**src/rtl/hbm_clk_mon.sv**
```systemverilog
// Monitor for the HBM differential reference clock: measures p-leg rising edges per
// reference-clock window, checks the pair stays complementary, and tracks lock loss.
module hbm_clk_mon #(
  parameter int WINDOW_CYCLES   = 1000,
  parameter int EXP_EDGES       = 400,
  parameter int TOL_EDGES       = 8,
  parameter int SETTLE_CYCLES   = 64,
  parameter int DIFF_ERR_CYCLES = 4,
  parameter int CNT_W           = 16
) (
  input  logic             clk,
  input  logic             rst,
  input  logic             hbm_clk_p,
  input  logic             hbm_clk_n,
  input  logic             hbm_clk_locked,
  input  logic             err_clr,
  output logic             clk_good,
  output logic             meas_valid,
  output logic [CNT_W-1:0] edge_count,
  output logic             freq_err,
  output logic             diff_err,
  output logic             lock_lost,
  output logic [1:0]       state_dbg
);

  localparam int RUN_W = $clog2(DIFF_ERR_CYCLES + 1);
  localparam logic [CNT_W-1:0] WIN_LAST    = CNT_W'(WINDOW_CYCLES - 1);
  localparam logic [CNT_W-1:0] SETTLE_LAST = CNT_W'(SETTLE_CYCLES - 1);
  localparam logic [CNT_W-1:0] EXP_LO      = CNT_W'(EXP_EDGES - TOL_EDGES);
  localparam logic [CNT_W-1:0] EXP_HI      = CNT_W'(EXP_EDGES + TOL_EDGES);
  localparam logic [RUN_W-1:0] RUN_MAX     = RUN_W'(DIFF_ERR_CYCLES);

  typedef enum logic [1:0] {
    IDLE    = 2'd0,
    SETTLE  = 2'd1,
    MEASURE = 2'd2
  } state_t;

  state_t state, state_next;

  logic p_m, p_s, p_d, n_m, n_s, lock_m, lock_s;
  logic [CNT_W-1:0] settle_cnt, win_cnt, edge_cnt, edge_next;
  logic [RUN_W-1:0] run_cnt, run_next;
  logic diff_event;
  logic in_settle, in_measure, lock_drop, win_end;
  logic edge_det, diff_hit, in_range, freq_set;

  // All three inputs are asynchronous to clk; p gets one extra stage for edge detection.
  always_ff @(posedge clk) begin
    if (rst) begin
      p_m    <= 1'b0;
      p_s    <= 1'b0;
      p_d    <= 1'b0;
      n_m    <= 1'b0;
      n_s    <= 1'b0;
      lock_m <= 1'b0;
      lock_s <= 1'b0;
    end else begin
      p_m    <= hbm_clk_p;
      p_s    <= p_m;
      p_d    <= p_s;
      n_m    <= hbm_clk_n;
      n_s    <= n_m;
      lock_m <= hbm_clk_locked;
      lock_s <= lock_m;
    end
  end

  always_ff @(posedge clk) begin
    if (rst) state <= IDLE;
    else     state <= state_next;
  end

  always_comb begin
    state_next = state;
    case (state)
      IDLE:    if (lock_s) state_next = SETTLE;
      SETTLE: begin
        if (!lock_s)                       state_next = IDLE;
        else if (settle_cnt == SETTLE_LAST) state_next = MEASURE;
      end
      MEASURE: if (!lock_s) state_next = IDLE;
      default: state_next = IDLE;
    endcase
  end

  // Lock loss takes priority over a coinciding window end: the partial result is dropped.
  always_comb begin
    in_settle  = 1'b0;
    in_measure = 1'b0;
    lock_drop  = 1'b0;
    win_end    = 1'b0;
    case (state)
      SETTLE: begin
        in_settle = 1'b1;
        lock_drop = !lock_s;
      end
      MEASURE: begin
        in_measure = 1'b1;
        lock_drop  = !lock_s;
        win_end    = lock_s && (win_cnt == WIN_LAST);
      end
      default: ;
    endcase
    state_dbg = state;
  end

  always_comb begin
    edge_det  = p_s & ~p_d;
    edge_next = (edge_det && (edge_cnt != '1)) ? edge_cnt + 1'b1 : edge_cnt;
    if (p_s == n_s) run_next = (run_cnt == RUN_MAX) ? run_cnt : run_cnt + 1'b1;
    else            run_next = '0;
    diff_hit = in_measure && (run_next == RUN_MAX);
    in_range = (edge_next != '0) && (edge_next >= EXP_LO) && (edge_next <= EXP_HI);
    freq_set = win_end && !in_range;
  end

  always_ff @(posedge clk) begin
    if (rst) begin
      settle_cnt <= '0;
      win_cnt    <= '0;
      edge_cnt   <= '0;
      run_cnt    <= '0;
      diff_event <= 1'b0;
    end else begin
      settle_cnt <= (in_settle && state_next == SETTLE) ? settle_cnt + 1'b1 : '0;
      if (in_measure && !lock_drop) begin
        run_cnt <= run_next;
        if (win_end) begin
          win_cnt    <= '0;
          edge_cnt   <= '0;
          diff_event <= 1'b0;
        end else begin
          win_cnt    <= win_cnt + 1'b1;
          edge_cnt   <= edge_next;
          diff_event <= diff_event | diff_hit;
        end
      end else begin
        win_cnt    <= '0;
        edge_cnt   <= '0;
        run_cnt    <= '0;
        diff_event <= 1'b0;
      end
    end
  end

  // Sticky flags: a new set condition wins over a simultaneous err_clr.
  always_ff @(posedge clk) begin
    if (rst) begin
      clk_good   <= 1'b0;
      meas_valid <= 1'b0;
      edge_count <= '0;
      freq_err   <= 1'b0;
      diff_err   <= 1'b0;
      lock_lost  <= 1'b0;
    end else begin
      meas_valid <= win_end;
      if (win_end) begin
        edge_count <= edge_next;
        clk_good   <= in_range && !(diff_event || diff_hit);
      end else if (lock_drop) begin
        clk_good <= 1'b0;
      end
      freq_err  <= freq_set  | (freq_err  & ~err_clr);
      diff_err  <= diff_hit  | (diff_err  & ~err_clr);
      lock_lost <= lock_drop | (lock_lost & ~err_clr);
    end
  end

endmodule
```
**config.mk**
```make
export PLATFORM = sky130hd
export DESIGN_NAME = hbm_clk_mon
export DESIGN_NICKNAME = d
export VERILOG_FILES = /design/src/rtl/hbm_clk_mon.sv
export SDC_FILE = /design/constraint.sdc
export NUM_CORES = 1
export LEC_CHECK = 0
export CORE_UTILIZATION = 40
export DETAILED_ROUTE_END_ITERATION = 8
export MAX_ROUTING_LAYER = met4
export PLACE_DENSITY = 0.59
export SYNTH_ARGS = -nofsm -noshare
export SYNTH_HDL_FRONTEND = slang
export SYNTH_SLANG_ARGS = --single-unit
```
**constraint.sdc**
```tcl
create_clock -name clk -period 3.9 [get_ports clk]
set_input_delay 1.17 -clock clk [delete_from_list [all_inputs] [get_ports clk]]
set_output_delay 1.17 -clock clk [all_outputs]
set_load 0.01 [all_outputs]
```
# Yosys cells after proc, flatten, opt, wreduce, memory -nomap -nowiden
# Index checks and enable logic that the tools add are counted.
[word_totals] reg_bits=82 word_cells=81 input_bits=6
[op_classes] n_bitwise=12 addsub=4 mux=14 n_reduce_logical=21 n_eq_ne=9 magnitude_cmp=2
[ops] operator="adder 16 x 1 -> 16 bit (second input constant)" count=3
[ops] operator="== test 16 x 10 -> 1 bit (second input constant)" count=1
[ops] operator="== test 16 x 6 -> 1 bit (second input constant)" count=1
[ops] operator=">= comparator 16 x 9 -> 1 bit (second input constant)" count=1
[ops] operator="<= comparator 16 x 9 -> 1 bit (second input constant)" count=1
[ops] operator="2-to-1 mux 16 bit" count=1
[ops] operator="!= test 16 bit (second input constant)" count=1
[ops] operator="nonzero test 16 bit" count=1
[ops] operator="logical AND 1 bit" count=9
[ops] operator="2-to-1 mux 2 bit" count=4
[ops] operator="== test 3 bit (second input constant)" count=2
[ops] operator="2-to-1 mux 1 bit" count=6
[ops] operator="2-to-1 mux 3 bit" count=2
[ops] operator="case mux 2 bit (3 select lines)" count=1
[ops] operator="OR reduction 2 bit" count=3
[ops] operator="AND 1 bit" count=4
[ops] operator="== test 2 x 1 -> 1 bit (second input constant)" count=2
[ops] operator="zero test 1 bit" count=4
[ops] operator="inverter 1 bit" count=4
[ops] operator="bitwise OR 1 bit" count=4
[ops] operator="adder 3 x 1 -> 3 bit (second input constant)" count=1
[ops] operator="OR reduction 3 bit" count=1
[ops] operator="== test 2 bit (second input constant)" count=1
[ops] operator="zero test 2 bit" count=1
[ops] operator="3 further kinds" count=3

# Depth between registers and ports, before layout
[depth] ltp_word=10 ltp_mapped=8

# Least setup slack after synthesis
# No wires, ideal clock.
[synth_path] kind="input port to flip-flop" startpoint="input port rst" endpoint="register settle_cnt[13]" arrival_ps=2015 path_stages=5 t_required_ps=3783 path_buffers=2 path_slack_ps=1768 cell_sequence="clkbuf_1 -> nor2_1 -> o2111ai_1 -> buf_2 -> nor2_1"
[synth_between] elab_chain_len=1
[synth_rtl] item="start: declaration" line_no="12" rtl="input logic rst,"
[synth_rtl] item="OR reduction 2 bit (no source line)"
[synth_rtl] item="end signal: assignment" line_no="126" rtl="settle_cnt <= (in_settle && state_next == SETTLE) ? settle_cnt + 1'b1 : '0;"
[synth_rtl] item="end: declaration" line_no="42" rtl="logic [CNT_W-1:0] settle_cnt, win_cnt, edge_cnt, edge_next;"
# No other way between the ends.
# A chain may end at the register's enable or synchronous reset.

# Final worst setup path
[layout_path] startpoint="input port rst" endpoint="register win_cnt[12]"
[layout_between] elab_chain_len=1
[layout_rtl] item="OR reduction 3 bit (no source line)"
[layout_rtl] item="end signal: assignment" line_no="134" rtl="win_cnt <= win_cnt + 1'b1;"
[layout_rtl] item="end: declaration" line_no="42"
# No other way between the ends.

==> impl_metrics.csv <==
group,metric,value,unit
worst_hold_path,min_to,"n_s",
clock_network,clockBufferDepth,2,
synth,netlist_instances,420,
status,status,"finished, violations left",
synth,synth_top_family_by_area,"simple AND/OR/NAND/NOR gates",
clock_network,insertion_delay,350,ps
power_and_ir_drop,vdd_drop_max,0.208,mV
synth,yosys-mux-area-fraction,1.22,%
power_and_ir_drop,p_leak,1.44,nW
global_routing,grt_start_max_net_pins,35,
placement,post_dp_cell_area,0.00405,sq mm
clock_network,cts_setup_buffers,0,
sta,period_share,71.1,%
final_layout,nFillCells,892,
power_and_ir_drop,p_per_area,355,mW/mm^2
sta,fin_ws,1130,ps
placement,place_congestion,0.805,
die,core,0.00885,sq mm
die,die-area,0.00963,sq mm
final_layout,fin_util,48.1,%
synth,synth_fa_ha_area_share,3.05,%
flow_run,cap_violations,0,
clock_network,h-tree-depth,3,
global_routing,grt_pass1_wl,12500,um
sta,fin_skew,10.8,ps
synth,synth-main-ff-cell,"dfxtp_1",
die,die_h,98.1,um
synth,synth.avg_cell_area,8.80,sq um
final_layout,antenna_cells,0,
sta,tightest_slew,1200,ps
synth,syn-cell-area,0.00370,sq mm
placement,post-place-ws,691,ps
clock_network,clock_sinks,82,
drt,vias,2811,
sta,hold_ws,451,ps
global_routing,grt_pass1_vias,2682,
sta,max_freq,0.361,GHz
sta,relSlewSlack,20.0,%
worst_setup_path,r2r_end,"win_cnt[12]",
global_routing,grt_overflow,0,
synth,syn_nets,435,
sta,fin_tns_setup,0,ps
synth,synthArstFlopShare,0,%
drt,post_drt_wl_per_cell,12.7,um
worst_setup_path,worstSetupPathType,"in2reg",
sta,hold_viol_final,0,
synth,synth_common_cells,"nor2_1, dfxtp_1, nand2_1",
clock_network,tritoncts,"yes",
clock_network,cts_root_buf,"clkbuf_8",
drt,drt-pass1-iter-count,6,
synth,yosysSeqAreaShare,44.4,%
clock_network,clk_pin_slew,80,ps
synth,synth-edff-count,0,
worst_setup_path,crit_fanout,33,
drt,viasPerCell,5.05,
placement,dp_hpwl,5070,um
sta,rsz0062_at_grt,"false",
worst_setup_path,reg2reg_depth,6,
synth,synth-compound-area-share,9.31,%
global_routing,grtUsageMet3,4.22,%
clock_network,ctsHoldBuffers,0,
worst_setup_path,critPathLaunchType,"primary input",
synth,ys_top_cells_by_area,"dfxtp_1, nor2_1, xnor2_1",
die,ios,29,
final_layout,synthToLayoutAreaGrowth,15.1,%
synth,synth-simple-area-share,27.5,%
final_layout,layout-drive-gt1-share,6.46,%
status,violations,"DRC",
worst_hold_path,min_from,"n_m",
worst_setup_path,rr_startpoint,"win_cnt[10]",
drt,ant_nets,0,
clock_network,ctsResizeCount,0,
synth,synth_xor_area_share,10.7,%
synth,synth_top_area_share,44.4,%
die,start_util,41.8,%
final_layout,fin_nets,459,
die,rows,34,
synth,synth_cell_types,50,
synth,synth_top_area_cell,"dfxtp_1",
sta,fin_crit,2770,ps
drt,routed_wl,7060,um
worst_hold_path,worstHoldPathType,"reg2reg",
global_routing,gr-usage-met2,25.9,%
drt,drc_errors,3,
global_routing,grt_usage,16.7,%
sta,setup_viol,0,
placement,io_buffers,28,
clock_network,numCtsBuffers,9,
die,fp.dieW,98.1,um
final_layout,final_design_area_no_fill,0.00426,sq mm
synth,synth-warning-count,0,
global_routing,globalRouteMet1Util,20.8,%
worst_hold_path,hold_path_depth,1,
drt,first_iter_violations,121,
worst_setup_path,endpoint_kind,"flip-flop",
sta,final_max_slew_viol_count,0,
global_routing,grt-busiest-layer,"met2",
synth,yosysMostFrequentCell,"nor2_1",
worst_setup_path,crit_arrival,2960,ps
worst_setup_path,r2r_slack,1230,ps
global_routing,antenna_found_initial,0,
synth,ys_ff_latch,82,
worst_setup_path,crit_required,4090,ps
==> placed cells by master (no fill, tap or decap), types with 3 or more instances in the layout <==
cell type / instances
clkbuf_8: 9
clkdlybuf4s50_1: 28
nor2_1: 87
and2_1: 3
inv_1: 17
nor4_1: 4
ha_1: 9
o21ai_0: 5
nor3b_1: 4
xor2_1: 21
nor3_1: 7
a21oi_1: 9
xnor2_1: 24
nand4_1: 9
nand2_1: 26
inv_6: 3
dfxtp_1: 82
mux2i_1: 3
nand3_1: 19
nand2b_1: 3
nor2b_1: 11
and3_1: 11
a211oi_1: 16
==> state kept, by name, summed over array words and instances, names as in the netlist <==
register,count
edge_cnt,16
clk_good,1
lock_s,1
n_m,1
n_s,1
lock_m,1
win_cnt,16
run_cnt,3
p_m,1
freq_err,1
p_d,1
p_s,1
settle_cnt,16
state_dbg,2
meas_valid,1
lock_lost,1
diff_event,1
diff_err,1
edge_count,16
==> where the power goes <==
| part | total, W | leakage, nW | internal, W | switching [W] |
|---|---|---|---|---|
| Combinational | 0.0000271 | 0.679 | 0.0000132 | 0.0000139 |
| Clock | 0.000639 | 0.103 | 0.000308 | 0.000331 |
| Sequential | 0.000844 | 0.662 | 0.000841 | 0.00000306 |
==> logic make-up after synthesis <==
| family | after synthesis |
|---|---|
| simple gates | 200 |
| buf+inv | 34 |
| compound gates | 46 |
| xor+xnor | 45 |
| fa+ha+maj | 9 |
| flops | 82 |
| mux | 4 |
==> worst max-delay path: stages <==
cell             delay (ps)
clkdlybuf4s50_1         730
or3_1                   930
nor2_1                  120
==> worst max path at each step <==
stage                     depth (start not counted)  slack [ps]         from        endpoint
after global routing                              6         860  win_cnt[10]      win_cnt[3]
after global placement                            3         760          rst      win_cnt[8]
after CTS                                         3        1070          rst      diff_event
after detailed placement                          3         690          rst     edge_cnt[0]
after floorplan                                   5        1770          rst  settle_cnt[13]
final                                             3        1130          rst     win_cnt[12]
==> cell type report <==
class	count	area, sq um	share of cell area (%)
clock buffers	9	124	2.91
flip-flops and latches	82	1640	38.6
well taps	108	135	3.18
clock inverters	7	83.8	1.97
inverters	17	63.8	1.50
multi-input cells	304	1910	44.9
repair buffers	30	295	6.94
==> stage by stage <==
stage          std cells  total power (W)
2_1_floorplan        420         0.000879
3_3_place_gp         541         0.000891
3_5_place_dp         541         0.000891
4_1_cts              557          0.00154
5_1_grt              557          0.00158
6_report             557          0.00151
==> routing by layer <==
| metal | part of all wire (%) | routed length, um |
|---|---|---|
| met5 | 0 | 0 |
| met1 | 49 | 3450 |
| met2 | 46 | 3270 |
| met4 | 1.4 | 97 |
| met3 | 3.5 | 248 |
(Power assumes the default switching activity.)
